[config.mk]
export PLATFORM = sky130hd
export DESIGN_NAME = instr_fetch_unit
export DESIGN_NICKNAME = d
export VERILOG_FILES = /design/src/rtl/cpu_pkg.sv /design/src/rtl/instr_fifo.sv /design/src/rtl/instr_fetch_unit.sv
export SDC_FILE = /design/constraint.sdc
export NUM_CORES = 1
export LEC_CHECK = 0
export ABC_AREA = 1
export BUFFER_PORTS_ARGS = -buffer_cell sky130_fd_sc_hd__buf_2
export CAP_MARGIN = 20
export CORE_UTILIZATION = 52
export CTS_CLUSTER_SIZE = 10
export DETAILED_ROUTE_END_ITERATION = 7
export MAX_ROUTING_LAYER = met4
export PLACE_DENSITY_LB_ADDON = 0.1
export SLEW_MARGIN = 25
export SYNTH_ARGS = -nofsm -noshare
export SYNTH_HDL_FRONTEND = slang
export SYNTH_SLANG_ARGS = --single-unit
[constraint.sdc]
create_clock -name clk -period 6.06 [get_ports clk]
set_input_delay 1.212 -clock clk [delete_from_list [all_inputs] [get_ports clk]]
set_output_delay 1.212 -clock clk [all_outputs]
set_load 0.02 [all_outputs]
[src/rtl/cpu_pkg.sv]
// Shared CPU definitions: datapath width, fetch FSM states and the canonical NOP.
package cpu_pkg;

  localparam int XLEN = 32;

  // addi x0, x0, 0
  localparam logic [31:0] NOP_INSTR = 32'h0000_0013;

  typedef enum logic [1:0] {
    IDLE,
    REQ,
    WAIT,
    DROP
  } fetch_state_e;

endpackage

[src/rtl/instr_fifo.sv]
// Parametric synchronous FIFO for fetched {instr, pc} pairs.
// The head is presented combinationally; a same-cycle push and pop are both
// honoured even when full, and flush empties the FIFO while ignoring any pop.
module instr_fifo #(
  parameter int WIDTH = 64,
  parameter int DEPTH = 2
) (
  input  logic                     clk,
  input  logic                     rst,
  input  logic                     push,
  input  logic [WIDTH-1:0]         push_data,
  input  logic                     pop,
  input  logic                     flush,
  output logic [WIDTH-1:0]         head,
  output logic                     full,
  output logic                     empty,
  output logic [$clog2(DEPTH):0]   count
);

  localparam int AW = $clog2(DEPTH);
  localparam logic [AW:0] FULL_CNT = DEPTH[AW:0];

  logic [AW-1:0]    wr_ptr;
  logic [AW-1:0]    rd_ptr;
  logic [WIDTH-1:0] mem [DEPTH];
  logic             do_push;
  logic             do_pop;

  assign empty   = (count == '0);
  assign full    = (count == FULL_CNT);
  assign do_pop  = pop && !empty && !flush;
  assign do_push = push && !flush && (!full || do_pop);

  // Unwritten storage is never visible: the head reads as zero while empty.
  assign head = empty ? '0 : mem[rd_ptr];

  // Pointer and occupancy bookkeeping; pointers wrap naturally at DEPTH.
  // NOTE: sequential state uses non-blocking assignments so every flop samples pre-edge values.
  always_ff @(posedge clk or posedge rst) begin
    if (rst) begin
      wr_ptr <= '0;
      rd_ptr <= '0;
      count  <= '0;
    end else if (flush) begin
      wr_ptr <= '0;
      rd_ptr <= '0;
      count  <= '0;
    end else begin
      if (do_push) wr_ptr <= wr_ptr + 1'b1;
      if (do_pop)  rd_ptr <= rd_ptr + 1'b1;
      case ({do_push, do_pop})
        2'b10:   count <= count + 1'b1;
        2'b01:   count <= count - 1'b1;
        default: count <= count;
      endcase
    end
  end

  // Entry storage.
  // NOTE: the array has no reset; occupancy alone decides validity, so it maps onto plain RAM/flops.
  always_ff @(posedge clk) begin
    if (do_push) mem[wr_ptr] <= push_data;
  end

endmodule

[src/rtl/instr_fetch_unit.sv]
// Instruction fetch stage: one outstanding imem read at a time, responses
// buffered with their pc in instr_fifo for decode.
// Optional build macro FETCH_ALIGN_CHECK_EN: a misaligned pc raises fetch_fault
// instead of issuing a request; the fault holds until flush or rst.
module instr_fetch_unit #(
  parameter int XLEN       = 32,
  parameter int FIFO_DEPTH = 2
) (
  input  logic            clk,
  input  logic            rst,
  input  logic [XLEN-1:0] pc,
  output logic            pc_advance,
  input  logic            flush,
  output logic            imem_req_valid,
  input  logic            imem_req_ready,
  output logic [XLEN-1:0] imem_addr,
  input  logic            imem_rsp_valid,
  input  logic [XLEN-1:0] imem_rsp_data,
  output logic            if_valid,
  input  logic            if_ready,
  output logic [XLEN-1:0] if_instr,
  output logic [XLEN-1:0] if_pc
`ifdef FETCH_ALIGN_CHECK_EN
  ,
  output logic            fetch_fault
`endif
);

  import cpu_pkg::*;

  localparam int CW = $clog2(FIFO_DEPTH) + 1;
  localparam int LAST = FIFO_DEPTH - 1;
  localparam logic [CW-1:0] LAST_SLOT = LAST[CW-1:0];

  fetch_state_e      state;
  fetch_state_e      state_nxt;
  logic [XLEN-1:0]   addr_q;
  logic              rsp_push;
  logic              start_req;
  logic              if_pop;
  logic              room_after_push;
  logic              fifo_full;
  logic              fifo_empty;
  logic [CW-1:0]     fifo_count;
  logic [2*XLEN-1:0] fifo_head;
  logic              fault_q;
`ifdef FETCH_ALIGN_CHECK_EN
  logic              fault_set;
`endif

  instr_fifo #(
    .WIDTH (2 * XLEN),
    .DEPTH (FIFO_DEPTH)
  ) u_fifo (
    .clk       (clk),
    .rst       (rst),
    .push      (rsp_push),
    .push_data ({imem_rsp_data, addr_q}),
    .pop       (if_ready),
    .flush     (flush),
    .head      (fifo_head),
    .full      (fifo_full),
    .empty     (fifo_empty),
    .count     (fifo_count)
  );

  assign if_valid  = !fifo_empty;
  assign if_instr  = fifo_head[2*XLEN-1:XLEN];
  assign if_pc     = fifo_head[XLEN-1:0];
  assign imem_addr = addr_q;
  assign if_pop    = if_valid && if_ready && !flush;

  // In WAIT the in-flight slot is already reserved, so the FIFO holds at most
  // DEPTH-1 entries; after the push there is room unless it was the last slot.
  assign room_after_push = (fifo_count != LAST_SLOT) || if_pop;

  // Next-state and handshake outputs; flush overrides every transition.
  // NOTE: every output of this block gets a default first so no path infers a latch.
  always_comb begin
    state_nxt      = state;
    pc_advance     = 1'b0;
    imem_req_valid = 1'b0;
    rsp_push       = 1'b0;
    start_req      = 1'b0;
`ifdef FETCH_ALIGN_CHECK_EN
    fault_set      = 1'b0;
`endif
    case (state)
      IDLE: begin
        if (!flush && !fifo_full && !fault_q) start_req = 1'b1;
      end
      REQ: begin
        imem_req_valid = 1'b1;
        if (imem_req_ready) begin
          // An accepted request is in flight even if flush hits this cycle.
          pc_advance = 1'b1;
          state_nxt  = flush ? DROP : WAIT;
        end else if (flush) begin
          state_nxt = IDLE;
        end
      end
      WAIT: begin
        if (imem_rsp_valid) begin
          if (flush) begin
            state_nxt = IDLE;
          end else begin
            rsp_push = 1'b1;
            if (room_after_push) start_req = 1'b1;
            else                 state_nxt = IDLE;
          end
        end else if (flush) begin
          state_nxt = DROP;
        end
      end
      DROP: begin
        if (imem_rsp_valid) state_nxt = IDLE;
      end
      default: state_nxt = IDLE;
    endcase

    if (start_req) begin
`ifdef FETCH_ALIGN_CHECK_EN
      if (pc[1:0] != 2'b00) begin
        fault_set = 1'b1;
        state_nxt = IDLE;
      end else
`endif
      begin
        state_nxt = REQ;
      end
    end
  end

  // State register.
  always_ff @(posedge clk or posedge rst) begin
    if (rst) state <= IDLE;
    else     state <= state_nxt;
  end

  // Request address: sampled from pc on REQ entry, stable until accepted.
  always_ff @(posedge clk or posedge rst) begin
    if (rst)                                 addr_q <= '0;
    else if (state_nxt == REQ && state != REQ) addr_q <= pc;
  end

`ifdef FETCH_ALIGN_CHECK_EN
  // Sticky misalignment fault, cleared only by flush.
  always_ff @(posedge clk or posedge rst) begin
    if (rst)            fault_q <= 1'b0;
    else if (flush)     fault_q <= 1'b0;
    else if (fault_set) fault_q <= 1'b1;
  end

  assign fetch_fault = fault_q;
`else
  assign fault_q = 1'b0;
`endif

endmodule

* Word-level counts from Yosys, hierarchy flattened *
Memory sizes are Yosys's and may differ from the RTL's.
Index checks and enable logic that the tools add are counted.
W data, S select, Z words.

word-level totals
  logic and storage cells = 65
  memories = 1
  bits in read-only memories = 0
  output and inout bits = 99
  flip-flop bits (word level) = 38
  bits of input ports = 70
  memory bits (writable) = 128
  bits in latches = 0

cells by class
  equal/unequal tests = 9
  divide/modulo/power cells = 0
  shift-type cells = 0
  reductions and logical operators = 16
  bitwise logic cells = 0
  $add $sub $neg = 4
  $mul = 0
  magnitude comparators = 0
  multiplexer cells = 30

memory list
  memory      depth  width  rd ports  clocked after Yosys merged registers in  wr ports  RTL line          text
  u_fifo.mem  2      64     1         0                                        1         instr_fifo.sv:25  logic [WIDTH-1:0] mem [DEPTH];

operator list
  operator               count
  $mux W64               1
  $mux W2                9
  $mux W1                17
  $eq A2 B2 Y1 const B   4
  $eq A2 B1 Y1 const B   3
  $logic_and A1 B1 Y1    6
  $pmux W2 S3            1
  $logic_not A2 Y1       2
  $ne A2 B1 Y1 const B   2
  $pmux W2 S2            1
  $reduce_bool A2 Y1     2
  $logic_not A1 Y1       3
  $reduce_bool A3 Y1     1
  $add A1 B1 Y1 const B  2
  $add A2 B1 Y2 const B  1
  $logic_or A1 B1 Y1     2
  $pmux W1 S2            1
  $sub A2 B1 Y2 const B  1

* Logic depth before layout (Yosys ltp) *
  depth in word-level cells = 12
  mapped depth = 11
  depth with buffers taken out = 10

* Cells and area by module *
A second synthesis with hierarchy kept.

unflattened totals
  cells, all modules = 550
  area, all modules = 6693.9 um^2

by module, submodules not included
  module            area an instance (um^2)  sequential area each (um^2)  times used  cells an instance
  instr_fifo        5236.3                   3943.8                       1           383
  instr_fetch_unit  1457.6                   850.8                        1           167

* Least setup slack after synthesis *
OpenSTA, ideal clock, no wires.

  path type = input port to flip-flop
  from = input flush
  to = memory u_fifo.mem[0][0] (enable)
  path buffers = 0
  data required time = 5.573 ns
  arrival = 4.361 ns
  stages on the path = 5
  path slack = 1.212 ns
  library setup time = 0.487 ns
  path through = inv_2 nand2_1 nor2_2 o21ai_0 nor2_1

between the ends
  word-level cells in the longest chain between the ends = 7
  elaborated cells on any way between the ends = 10
  classes of those cells = mux: 5; reduce/logical: 5

ends and longest elaborated chain
  item                               RTL line                 text
  start: declaration                 instr_fetch_unit.sv:13   input logic flush,
  $mux W1                            instr_fetch_unit.sv:104  if (flush) begin
  $mux W1                            instr_fetch_unit.sv:103  if (imem_rsp_valid) begin
  $mux W1                            instr_fetch_unit.sv:88   case (state)
  $logic_and A1 B1 Y1                instr_fifo.sv:32         assign do_push = push && !flush && (!full || do_pop);
  $logic_and A1 B1 Y1 (*)            instr_fifo.sv:32
  $mux W1 (*)                        instr_fifo.sv:62         if (do_push) mem[wr_ptr] <= push_data;
  $mux W1 (not written as such) (*)  instr_fifo.sv:62
  end: declaration                   instr_fifo.sv:25

Mark *: on every way between the ends. The rest lies on a longest branch, timed or not.

* Worst setup path in the final report *
  from = register u_fifo.count[0]
  to = memory u_fifo.mem[0][7] (enable)

between the ends
  word-level cells in the longest chain between the ends = 8
  elaborated cells on any way between the ends = 10
  classes of those cells = eq/ne: 1; mux: 2; reduce/logical: 7

ends and longest elaborated chain
  item                               RTL line          text
  start: declaration                 instr_fifo.sv:17  output logic [$clog2(DEPTH):0] count
  start signal: assignment           instr_fifo.sv:52  2'b10: count <= count + 1'b1;
  start signal: assignment           instr_fifo.sv:53  2'b01: count <= count - 1'b1;
  start signal: assignment           instr_fifo.sv:54  default: count <= count;
  $logic_not A2 Y1                   instr_fifo.sv:29  assign empty = (count == '0);
  $logic_not A1 Y1                   instr_fifo.sv:31  assign do_pop = pop && !empty && !flush;
  $logic_and A1 B1 Y1 (2 in series)  instr_fifo.sv:31
  $logic_or A1 B1 Y1 (*)             instr_fifo.sv:32
  $logic_and A1 B1 Y1 (*)            instr_fifo.sv:32
  $mux W1 (*)                        instr_fifo.sv:62
  $mux W1 (not written as such) (*)  instr_fifo.sv:62

Marks and branches as above.

==> results.md <==
- Status: complete, no violations
- Reg area: ~4800 sq um
- Mapped Avg Cell Area: 11.9 sq um
- Core area: around 12000 sq um
- Die Wd: around 110 um
- Fmax: 0.259 GHz
- Endpoints failing setup: 0
- Share of cells above drive strength 1: 0.290
- Synth Instances: ~540
- Area taken by multi-input logic gates: between 1000 and 1500 sq um
- Routing usage on met3: 0.0541
- Commonest non-fill, non-tap cell in the layout: buf_2
- Number of global-route vias before repair: 4167
- Hpwl dp: around 8200 um
- Seq/Total Area, Yosys: 0.749
- Synthesized area: 6400 sq um
- Total Nets Final: ~780
- CTS resizes: 0
- Layout Skew: 0.00499 ns
- FF+latch count, synth: between 150 and 200
- Hold Crit Class: flip-flop to flip-flop
- Max_slew headroom: 0.325
- Met2 Track Usage GR: 0.359
- Die area: 12700 sq um
- CP Launch Type: flip-flop
- Least-Margin Pin Slew: 1.01 ns
- Final Max Tran Viols: 0
- Most frequent cells in the layout: buf_2, nor2_1, edfxtp_1
- Number of setup buffers added after CTS: 0
- Starting Density: 0.533
- Total power: 3.80 mW
- CP Data Required Time: 6.11 ns
- Largest net degree at the start of global routing: 68
- Drt first pass iters: 4
- DP Worst Slack: approximately 2.0 ns
- Switching power: approximately 1.4 mW
- Grt peak-use layer: met2
- Reg power frac: 0.422
- Placer Congestion: between 0.7 and 0.8
- Crit path time final: between 3 and 4 ns
- Tcrit/Tclk final: 0.636
- CP Max Fanout: 67
- # hold bufs at CTS: 0
- I/O pin count: ~170
- M1 GR Usage: 0.286
- Sw frac: 0.361
- Root Buffer Master: clkbuf_16
- Die height: between 100 and 150 um
- Leakage power: 3.49 nW
- Vias: around 4.4k
- Drt wl/cell: 15.4 um
- Overflow after GRT: 0
- Critical Path AT: between 3 and 4 ns
- Clock power share: 0.271
- # rows: 40
- Later-pin clock latency in the skew report: between 0.4 and 0.5 ns
- Vias per inst: between 5 and 6
- Setup WS post-layout: 2.21 ns
- Final Hold Viols: 0
- N_diodes: 0
- Global-route wire length before repair: around 21000 um
- Fill count: about 900
- Overall Global Routing Usage: 0.228
- Critical path class: flip-flop to flip-flop
- Power share of the combinational group: 0.307
- Setup TNS: 0 ns
- Yosys warnings: 0
- Final WL: about 13000 um
- Int Pwr: ~2.4 mW
- DRC Markers: 0
- P&R area growth vs syn: 23.8%
- TritonCTS clock tree: built
- Max clock buf depth: 2
- IO buf count: 168
- Clk slew on worst S/H paths: approximately 0.060 ns
- Antenna Nets Post-Route: 0
- Syn Nets: between 600 and 700
- Crit end category: flip-flop
- Initial DRC Count: 370
- Initial antenna violation count: 0
- RSZ-0062 raised after global routing: false
- Peak supply drop: between 0.2 and 0.3 mV
- Post-synth cell types: 23
- Max Cap Violations: 0
- P per Cell Area: 480 nW/um^2
- Clk sink count: between 150 and 200
- Total CTS buffers: 17
- CTS H-tree lvls: 4
[final timing paths]
path,startpoint,end,slack (ns),cells after the start
min in group asynchronous,rst,state[1],0.89,3
worst min-delay path,imem_addr[2],u_fifo.mem[0][2],0.50,0
worst max-delay path,u_fifo.count[0],u_fifo.mem[0][7],2.21,8
max in group asynchronous,rst,u_fifo.rd_ptr,4.78,3
worst max register to register,u_fifo.count[0],u_fifo.mem[0][7],2.21,8
worst min register to register,imem_addr[2],u_fifo.mem[0][2],0.50,0
[stage by stage]
stage               instances   util  hold slack (ns)  instance area (sq um)
floorplan                 539      -            0.484                   6400
global placement          831  0.610            0.470                   7320
finish                    864  0.659            0.497                   7920
CTS                       863  0.657            0.502                   7890
detailed placement        831  0.610            0.489                   7320
global route              864  0.659            0.521                   7920
[critical path: stages, from the launching register on]
cell     delay, ns
dfrtp_1       0.39
inv_1         0.08
ha_1          0.20
inv_2         0.71
nand2_1       0.21
nor2_1        0.26
o21ai_0       0.32
nor2_4        0.64
buf_4         0.60
[power groups by stage]
stage | combinational, mW | clock [mW] | sequential, mW
detailed placement | 1.17 | 0 | 1.63
CTS | 1.18 | 1.04 | 1.61
finish | 1.17 | 1.03 | 1.60
floorplan | 0.686 | 0 | 1.69
global placement | 1.15 | 0 | 1.61
global route | 1.28 | 1.09 | 1.63
[sequential cells by signal (all words and copies together), names as in the netlist]
signal and flops:
u_fifo.rd_ptr 1, u_fifo.count 2, u_fifo.wr_ptr 1, state 2, u_fifo.mem 128, imem_addr 32
[metal layers]
layer,share of wire,up-vias
li1,-,2154
met3,0.050,16
met4,0.016,0
met2,0.49,146
met1,0.44,2107
met5,0,-
[cell usage after synthesis]
master,count,area [sq um]
edfxtp_1,128,3840
nand4_1,2,12.5
buf_4,3,22.5
inv_2,1,3.75
nand2_1,107,402
inv_4,1,6.26
inv_1,12,45.0
o22ai_1,1,6.26
o21ai_0,68,340
nand2_2,1,6.26
a21oi_1,1,5.00
nand3_1,6,30.0
clkbuf_1,14,52.6
buf_2,7,35.0
nand3b_1,1,7.51
nand2_4,1,11.3
o211ai_1,2,15.0
dfrtp_1,38,951
nand3_2,1,10.0
nor2_2,1,6.26
ha_1,3,37.5
buf_6,3,33.8
nor2_1,137,514
[cell families (layout without fill, tap and decap cells)]
kind of cell,Yosys count,after routing,synth area share
AOI/OAI and AO/OA,72,72,0.0573
DFF,166,166,0.749
and+or+nand+nor,257,257,0.156
buffers and inverters,41,219,0.0311
adders and majority gates,3,3,0.00587
[area by class of cell]
type	count	area share
sequential	166	0.606
multi-input combinational	332	0.179
timing repair buffer	173	0.113
clock buffer	28	0.0627
tap	147	0.0232
clock inverter	4	0.00885
inverter	14	0.00695
No activity file was read; power rests on OpenSTA's default activity.
